[src/rtl/uart_pkg.sv]
// Shared UART definitions: parity encodings, FSM states and a parity helper.
package uart_pkg;

    localparam logic [1:0] PAR_NONE = 2'd0;
    localparam logic [1:0] PAR_EVEN = 2'd1;
    localparam logic [1:0] PAR_ODD  = 2'd2;

    typedef enum logic [2:0] {
        IDLE,
        START,
        DATA,
        PARITY,
        STOP
    } state_t;

    // Parity over the low nbits of d; odd mode inverts the XOR.
    function automatic logic parity_bit(input logic [7:0] d, input int nbits, input int mode);
        logic p;
        p = 1'b0;
        for (int i = 0; i < 8; i++) begin
            if (i < nbits) p = p ^ d[i];
        end
        return (mode == int'(PAR_ODD)) ? ~p : p;
    endfunction

endpackage

[src/rtl/sync_fifo.sv]
// Single-clock FIFO with registered full/empty/level; shared by TX and RX paths.
module sync_fifo #(
    parameter int WIDTH = 8,
    parameter int DEPTH = 16
) (
    input  logic                   clk,
    input  logic                   rst,
    input  logic [WIDTH-1:0]       wr_data,
    input  logic                   wr_en,
    input  logic                   rd_en,
    output logic [WIDTH-1:0]       rd_data,
    output logic                   full,
    output logic                   empty,
    output logic [$clog2(DEPTH):0] level
);

    localparam int AW = (DEPTH > 1) ? $clog2(DEPTH) : 1;
    localparam int LW = $clog2(DEPTH) + 1;

    logic [WIDTH-1:0] mem [DEPTH];
    logic [AW-1:0]    wr_ptr;
    logic [AW-1:0]    rd_ptr;
    logic [LW-1:0]    level_nxt;
    logic             push;
    logic             pop;

    // A push while full is refused even if a pop frees a slot this cycle.
    assign push    = wr_en && !full;
    assign pop     = rd_en && !empty;
    assign rd_data = mem[rd_ptr];

    // Next occupancy; simultaneous push and pop leaves it unchanged.
    always_comb begin
        level_nxt = level;
        if (push && !pop)      level_nxt = level + 1'b1;
        else if (pop && !push) level_nxt = level - 1'b1;
    end

    // Storage array, no reset needed.
    always_ff @(posedge clk) begin
        if (push) mem[wr_ptr] <= wr_data;
    end

    // Pointers, occupancy and flags.
    always_ff @(posedge clk) begin
        if (rst) begin
            wr_ptr <= '0;
            rd_ptr <= '0;
            level  <= '0;
            full   <= 1'b0;
            empty  <= 1'b1;
        end else begin
            if (push) wr_ptr <= (wr_ptr == AW'(DEPTH - 1)) ? '0 : wr_ptr + 1'b1;
            if (pop)  rd_ptr <= (rd_ptr == AW'(DEPTH - 1)) ? '0 : rd_ptr + 1'b1;
            level <= level_nxt;
            full  <= (level_nxt == LW'(DEPTH));
            empty <= (level_nxt == '0);
        end
    end

endmodule

[src/rtl/uart_tx_fifo.sv]
// UART transmitter fed by a byte FIFO; frames go out back-to-back, LSB first.
module uart_tx_fifo #(
    parameter int CLKS_PER_BIT = 868,
    parameter int DATA_BITS    = 8,
    parameter int PARITY       = 0,
    parameter int STOP_BITS    = 1,
    parameter int FIFO_DEPTH   = 16
) (
    input  logic                        clk,
    input  logic                        rst,
    input  logic [7:0]                  in_data,
    input  logic                        in_valid,
    output logic                        in_ready,
    output logic                        tx,
    output logic                        busy,
    output logic                        done,
    output logic [$clog2(FIFO_DEPTH):0] fifo_level
);

    import uart_pkg::*;

    localparam int TW = (CLKS_PER_BIT > 1) ? $clog2(CLKS_PER_BIT) : 1;
    localparam int BW = (DATA_BITS > 1) ? $clog2(DATA_BITS) : 1;
    localparam logic [TW-1:0] T_LAST = TW'(CLKS_PER_BIT - 1);
    localparam logic [BW-1:0] B_LAST = BW'(DATA_BITS - 1);
    localparam logic          S_LAST = (STOP_BITS == 2);

    state_t        state, state_nxt;
    logic [TW-1:0] timer;
    logic [BW-1:0] bit_idx;
    logic          stop_idx;
    logic [7:0]    shreg;
    logic          par_bit;
    logic          tick;
    logic          pop;
    logic          frame_end;
    logic          end_d;
    logic          line;
    logic [7:0]    fifo_rd;
    logic          fifo_full;
    logic          fifo_empty;

    sync_fifo #(.WIDTH(8), .DEPTH(FIFO_DEPTH)) u_fifo (
        .clk     (clk),
        .rst     (rst),
        .wr_data (in_data),
        .wr_en   (in_valid),
        .rd_en   (pop),
        .rd_data (fifo_rd),
        .full    (fifo_full),
        .empty   (fifo_empty),
        .level   (fifo_level)
    );

    assign in_ready = !fifo_full;
    assign tick     = (timer == T_LAST);

    // State register.
    always_ff @(posedge clk) begin
        if (rst) state <= IDLE;
        else     state <= state_nxt;
    end

    // Next state, FIFO pop and the line level for the current bit.
    // The PARITY state is package-qualified because the parameter shares its name.
    always_comb begin
        state_nxt = state;
        pop       = 1'b0;
        frame_end = 1'b0;
        line      = 1'b1;
        case (state)
            IDLE: begin
                if (!fifo_empty) begin
                    pop       = 1'b1;
                    state_nxt = START;
                end
            end
            START: begin
                line = 1'b0;
                if (tick) state_nxt = DATA;
            end
            DATA: begin
                line = shreg[0];
                if (tick && bit_idx == B_LAST)
                    state_nxt = (PARITY != 0) ? uart_pkg::PARITY : STOP;
            end
            uart_pkg::PARITY: begin
                line = par_bit;
                if (tick) state_nxt = STOP;
            end
            STOP: begin
                if (tick && stop_idx == S_LAST) begin
                    frame_end = 1'b1;
                    if (!fifo_empty) begin
                        pop       = 1'b1;
                        state_nxt = START;
                    end else begin
                        state_nxt = IDLE;
                    end
                end
            end
            default: state_nxt = IDLE;
        endcase
    end

    // Bit timer, bit/stop counters and shift register; load happens on pop.
    always_ff @(posedge clk) begin
        if (rst) begin
            timer    <= '0;
            bit_idx  <= '0;
            stop_idx <= 1'b0;
            shreg    <= '0;
            par_bit  <= 1'b0;
        end else begin
            timer <= (state == IDLE || tick) ? '0 : timer + 1'b1;
            if (pop) begin
                shreg    <= fifo_rd;
                par_bit  <= parity_bit(fifo_rd, DATA_BITS, PARITY);
                bit_idx  <= '0;
                stop_idx <= 1'b0;
            end else if (tick) begin
                if (state == DATA) begin
                    shreg <= {1'b0, shreg[7:1]};
                    if (bit_idx != B_LAST) bit_idx <= bit_idx + 1'b1;
                end
                if (state == STOP && stop_idx != S_LAST) stop_idx <= 1'b1;
            end
        end
    end

    // Registered outputs lag the FSM by one cycle; done lags frame end by two.
    always_ff @(posedge clk) begin
        if (rst) begin
            tx    <= 1'b1;
            busy  <= 1'b0;
            end_d <= 1'b0;
            done  <= 1'b0;
        end else begin
            tx    <= line;
            busy  <= (state != IDLE);
            end_d <= frame_end;
            done  <= end_d;
        end
    end

endmodule
[config.mk]
export PLATFORM = sky130hd
export DESIGN_NAME = uart_tx_fifo
export DESIGN_NICKNAME = d
export VERILOG_FILES = /design/src/rtl/uart_pkg.sv /design/src/rtl/sync_fifo.sv /design/src/rtl/uart_tx_fifo.sv
export SDC_FILE = /design/constraint.sdc
export NUM_CORES = 1
export LEC_CHECK = 0
export ABC_AREA = 1
export CORE_UTILIZATION = 65
export DETAILED_ROUTE_END_ITERATION = 16
export GPL_TIMING_DRIVEN = 0
export PLACE_DENSITY = 0.83
export SLEW_MARGIN = 25
export SYNTH_ARGS = -nofsm -noshare
export SYNTH_HDL_FRONTEND = slang
export SYNTH_HIERARCHICAL = 1
export SYNTH_SLANG_ARGS = --single-unit
[constraint.sdc]
create_clock -name clk -period 3.4 [get_ports clk]
set_input_delay 1.02 -clock clk [delete_from_list [all_inputs] [get_ports clk]]
set_output_delay 1.02 -clock clk [all_outputs]
set_load 0.03 [all_outputs]
==> results by group <==
Route
  • Drt initial violations: 656
  • Routed Antenna Nets: 0
  • Routed wire length: between 15000 and 20000 um
  • # DRC: 5
  • Via count: 5848
  • WL/cell: 18.90 um
  • Via density: ~6.1
  • Drt pass-1 iters: 11

Power and ir drop
  • Leakage: roughly 3.3 nW
  • Peak VDD IR: 0.5236 mV
  • Power Total: 6.214 mW
  • Pwr Density: 710.7 nW/um2

Hold path
  • Hold depth: 2
  • Worst hold path startpoint: end_d
  • Path category of the worst min-delay check: register to register
  • Hold EP: done

Floorplanning
  • Initial Utilization: 67.29%
  • Die area: between 10000 and 15000 um2
  • Cell row count: 39
  • Core ar.: 11560 um2
  • Io pins: 20
  • Die width: 111.4 um
  • Vert. Die Dim: 111.4 um

Yosys
  • Commonest cells in the netlist: edfxtp_1 (128), nand2_1 (126), inv_1 (103)
  • Number of distinct library cells after synthesis: 35
  • Post-synthesis cell area: 7782 um2
  • Top FF cell, synth: edfxtp_1
  • Yosys reg bits: approximately 180
  • Post-synthesis sequential area ratio: approximately 62%
  • Post-synth top area cell: edfxtp_1
  • Mapped Avg Cell Area: between 10 and 15 um2
  • Count leader, synth: edfxtp_1
  • Yosys warns: 6
  • Post-synth EDFFs: 128
  • Top cells by area, synth: edfxtp_1 (49%), dfxtp_1 (13%), nand2_1 (6.1%)
  • Synth top area share: between 40 and 50%
  • Fraction of registers with async set/reset: 0%
  • Synth Instances: 767
  • Syn nets: 788

Setup path
  • Critical Path Fanout Max: 10
  • CP Cell Sequence: clkdlybuf4s50_1 > inv_2 > nor2_4 > buf_6 > nand2_1 > nor2_1
  • Worst setup EP type: register
  • Startpoint types: input port
  • Worst reg-to-reg path cell count: 14
  • RR Startpoint: timer[0]
  • R2R Path End: u_fifo/full
  • Arrival @ worst endpoint: 2.77 ns
  • WS Path Type: input port to register
  • Setup slack, reg-to-reg: 1.04 ns
  • Worst path required time: 3.46 ns
  • Highest-delay cell along the critical path: nor2_1
  • Slowest stage delay, CP: between 0.7 and 0.8 ns

GRT
  • Vias in the first global route: 5383
  • GR Overflow Total: 0
  • Largest net degree at the start of global routing: 17
  • Gr usage total: 30.55%
  • First-pass GRT wire length: roughly 28000 um
  • Initial antenna violation count: 0

Job
  • Max Cap Viol: 0

Timing
  • Final period util: 79.63%
  • Peak Freq: 369.3 MHz
  • Max_slew headroom: 41.22%
  • Setup TNS: 0 ns
  • Setup WS post-layout: 0.6925 ns
  • Clock skew: 0.007290 ns
  • Slew @ Worst Pin: 0.8785 ns
  • Max-slew violations: 0
  • Tmin final: 2.708 ns
  • Final setup violation count: 0
  • Hold_ws: around 0.4 ns
  • Hold Violations, Final: 0
  • Unrepaired setup endpoints after global routing: false

Cells and area
  • Final #Nets: 826
  • Diode count: 0
  • Fin util: 75.60%
  • Layout area overhead: 12.35%
  • Fill cell count: 765
  • Layout cells sized above 1: 10.77%
  • Finished Layout Cells: 960
  • Design area: between 8000 and 9000 um2

Placed design
  • PortBufs: 19
  • Count of placed standard cells including taps: 929
  • Cell Area, Placed: 8152 um2
  • Final GP Congestion: 1.006
  • Pre-CTS WS: 0.2380 ns
  • HPWL Detailed: around 12000 um

Status
  • Failing checks: DRC
  • Status: finished, violations left

Clock network
  • Cts repair resizes: 0
  • Clk_lat worst skew: around 0.44 ns
  • CTS H-Tree Depth: 4
  • Register clock-pin slew on the reported worst setup and hold paths: around 0.06 ns
  • CTS tree: built
  • Clk buf depth: 2
  • Total CTS buffers: 17
  • CTS Hold Bufs: 0
  • CTS root buf: clkbuf_16
  • CTS Sinks: 177
  • Post-CTS setup buffers: 0
[sequential cells by signal, indices dropped and copies added (netlist names), 3 cells and up, named ones only]
| signal | count |
|---|---|
| u_fifo/wr_ptr | 4 |
| state | 3 |
| shreg | 8 |
| bit_idx | 3 |
| u_fifo/mem | 128 |
| u_fifo/rd_ptr | 4 |
| u_fifo/level | 5 |
| timer | 10 |
[per-layer routing]
| layer | track usage [%] | vias to the layer above | wire length [um] |
|---|---|---|---|
| met3 | 6.696 | 46 | 1679 |
| met4 | 12.88 | 0 | 467 |
| met2 | 48.71 | 325 | 8629 |
| li1 | - | 2689 | - |
| met5 | 0 | - | 0 |
| met1 | 40.92 | 2788 | 7368 |
[layout by cell type, fill, tap and decap left out, types with 3 or more instances in the layout]
| cell | count |
|---|---|
| clkdlybuf4s50_1 | 19 |
| buf_2 | 16 |
| nor2_1 | 47 |
| o211ai_1 | 32 |
| clkinv_4 | 4 |
| nor2_4 | 4 |
| a21oi_1 | 56 |
| nand2_2 | 6 |
| o21ai_0 | 39 |
| clkbuf_16 | 17 |
| inv_2 | 6 |
| clkbuf_1 | 7 |
| nand4_1 | 6 |
| bufinv_16 | 3 |
| inv_1 | 103 |
| buf_6 | 7 |
| nand3_1 | 87 |
| nand2_1 | 126 |
| dfxtp_1 | 49 |
| xor2_1 | 3 |
| nor2_2 | 4 |
| nor3_1 | 5 |
| ha_1 | 10 |
| nand3b_1 | 3 |
| nand3_2 | 6 |
| edfxtp_1 | 128 |
[critical path: cells and delay by family]
family / cells / cell delay (ns)
and+or+nand+nor: 3 / 1.01
buffers and inverters: 3 / 0.74
[worst max path at each step]
stage               slack (ns)               end      from  cells past startpoint
finish                    0.69  u_fifo/mem[9][5]  in_valid                      6
global route              0.63  u_fifo/mem[9][0]  in_valid                      6
CTS                       0.72  u_fifo/mem[9][0]  in_valid                      6
detailed placement        0.24  u_fifo/mem[9][5]  in_valid                      6
global placement          0.34  u_fifo/mem[9][0]  in_valid                      6
floorplan                 1.30  u_fifo/mem[0][0]  in_valid                      5
[area by class of cell]
cell class                 instances  area [um2]  area share (%)
buffer                            30       188.9           2.161
clock buffer                      18       429.2           4.908
clock inverter                    13       162.7           1.860
multi-input combinational        450        2355           26.93
inverter                         110       414.1           4.737
tap                              143       178.9           2.046
sequential                       177        4825           55.18
timing repair buffer              19       190.2           2.175
[where the power goes]
part           switching [mW]  leakage, nW  internal, mW
clock                   0.806        0.282          1.15
combinational            1.14         1.44         0.559
sequential              0.107         1.56          2.45
total                    2.05         3.28          4.16
[cell families (layout without fill, tap and decap cells)]
logic type / count (synthesis) / count (layout) / synth area share (%)
adders and majority gates: 10 / 10 / 1.608
and+or+nand+nor: 305 / 305 / 18.59
xor gates and xnor gates: 4 / 4 / 0.4502
AOI/OAI and AO/OA: 131 / 131 / 9.614
DFF: 177 / 177 / 61.99
buffers and inverters: 140 / 190 / 7.749
Note: power is estimated with default switching activity, not from simulation.
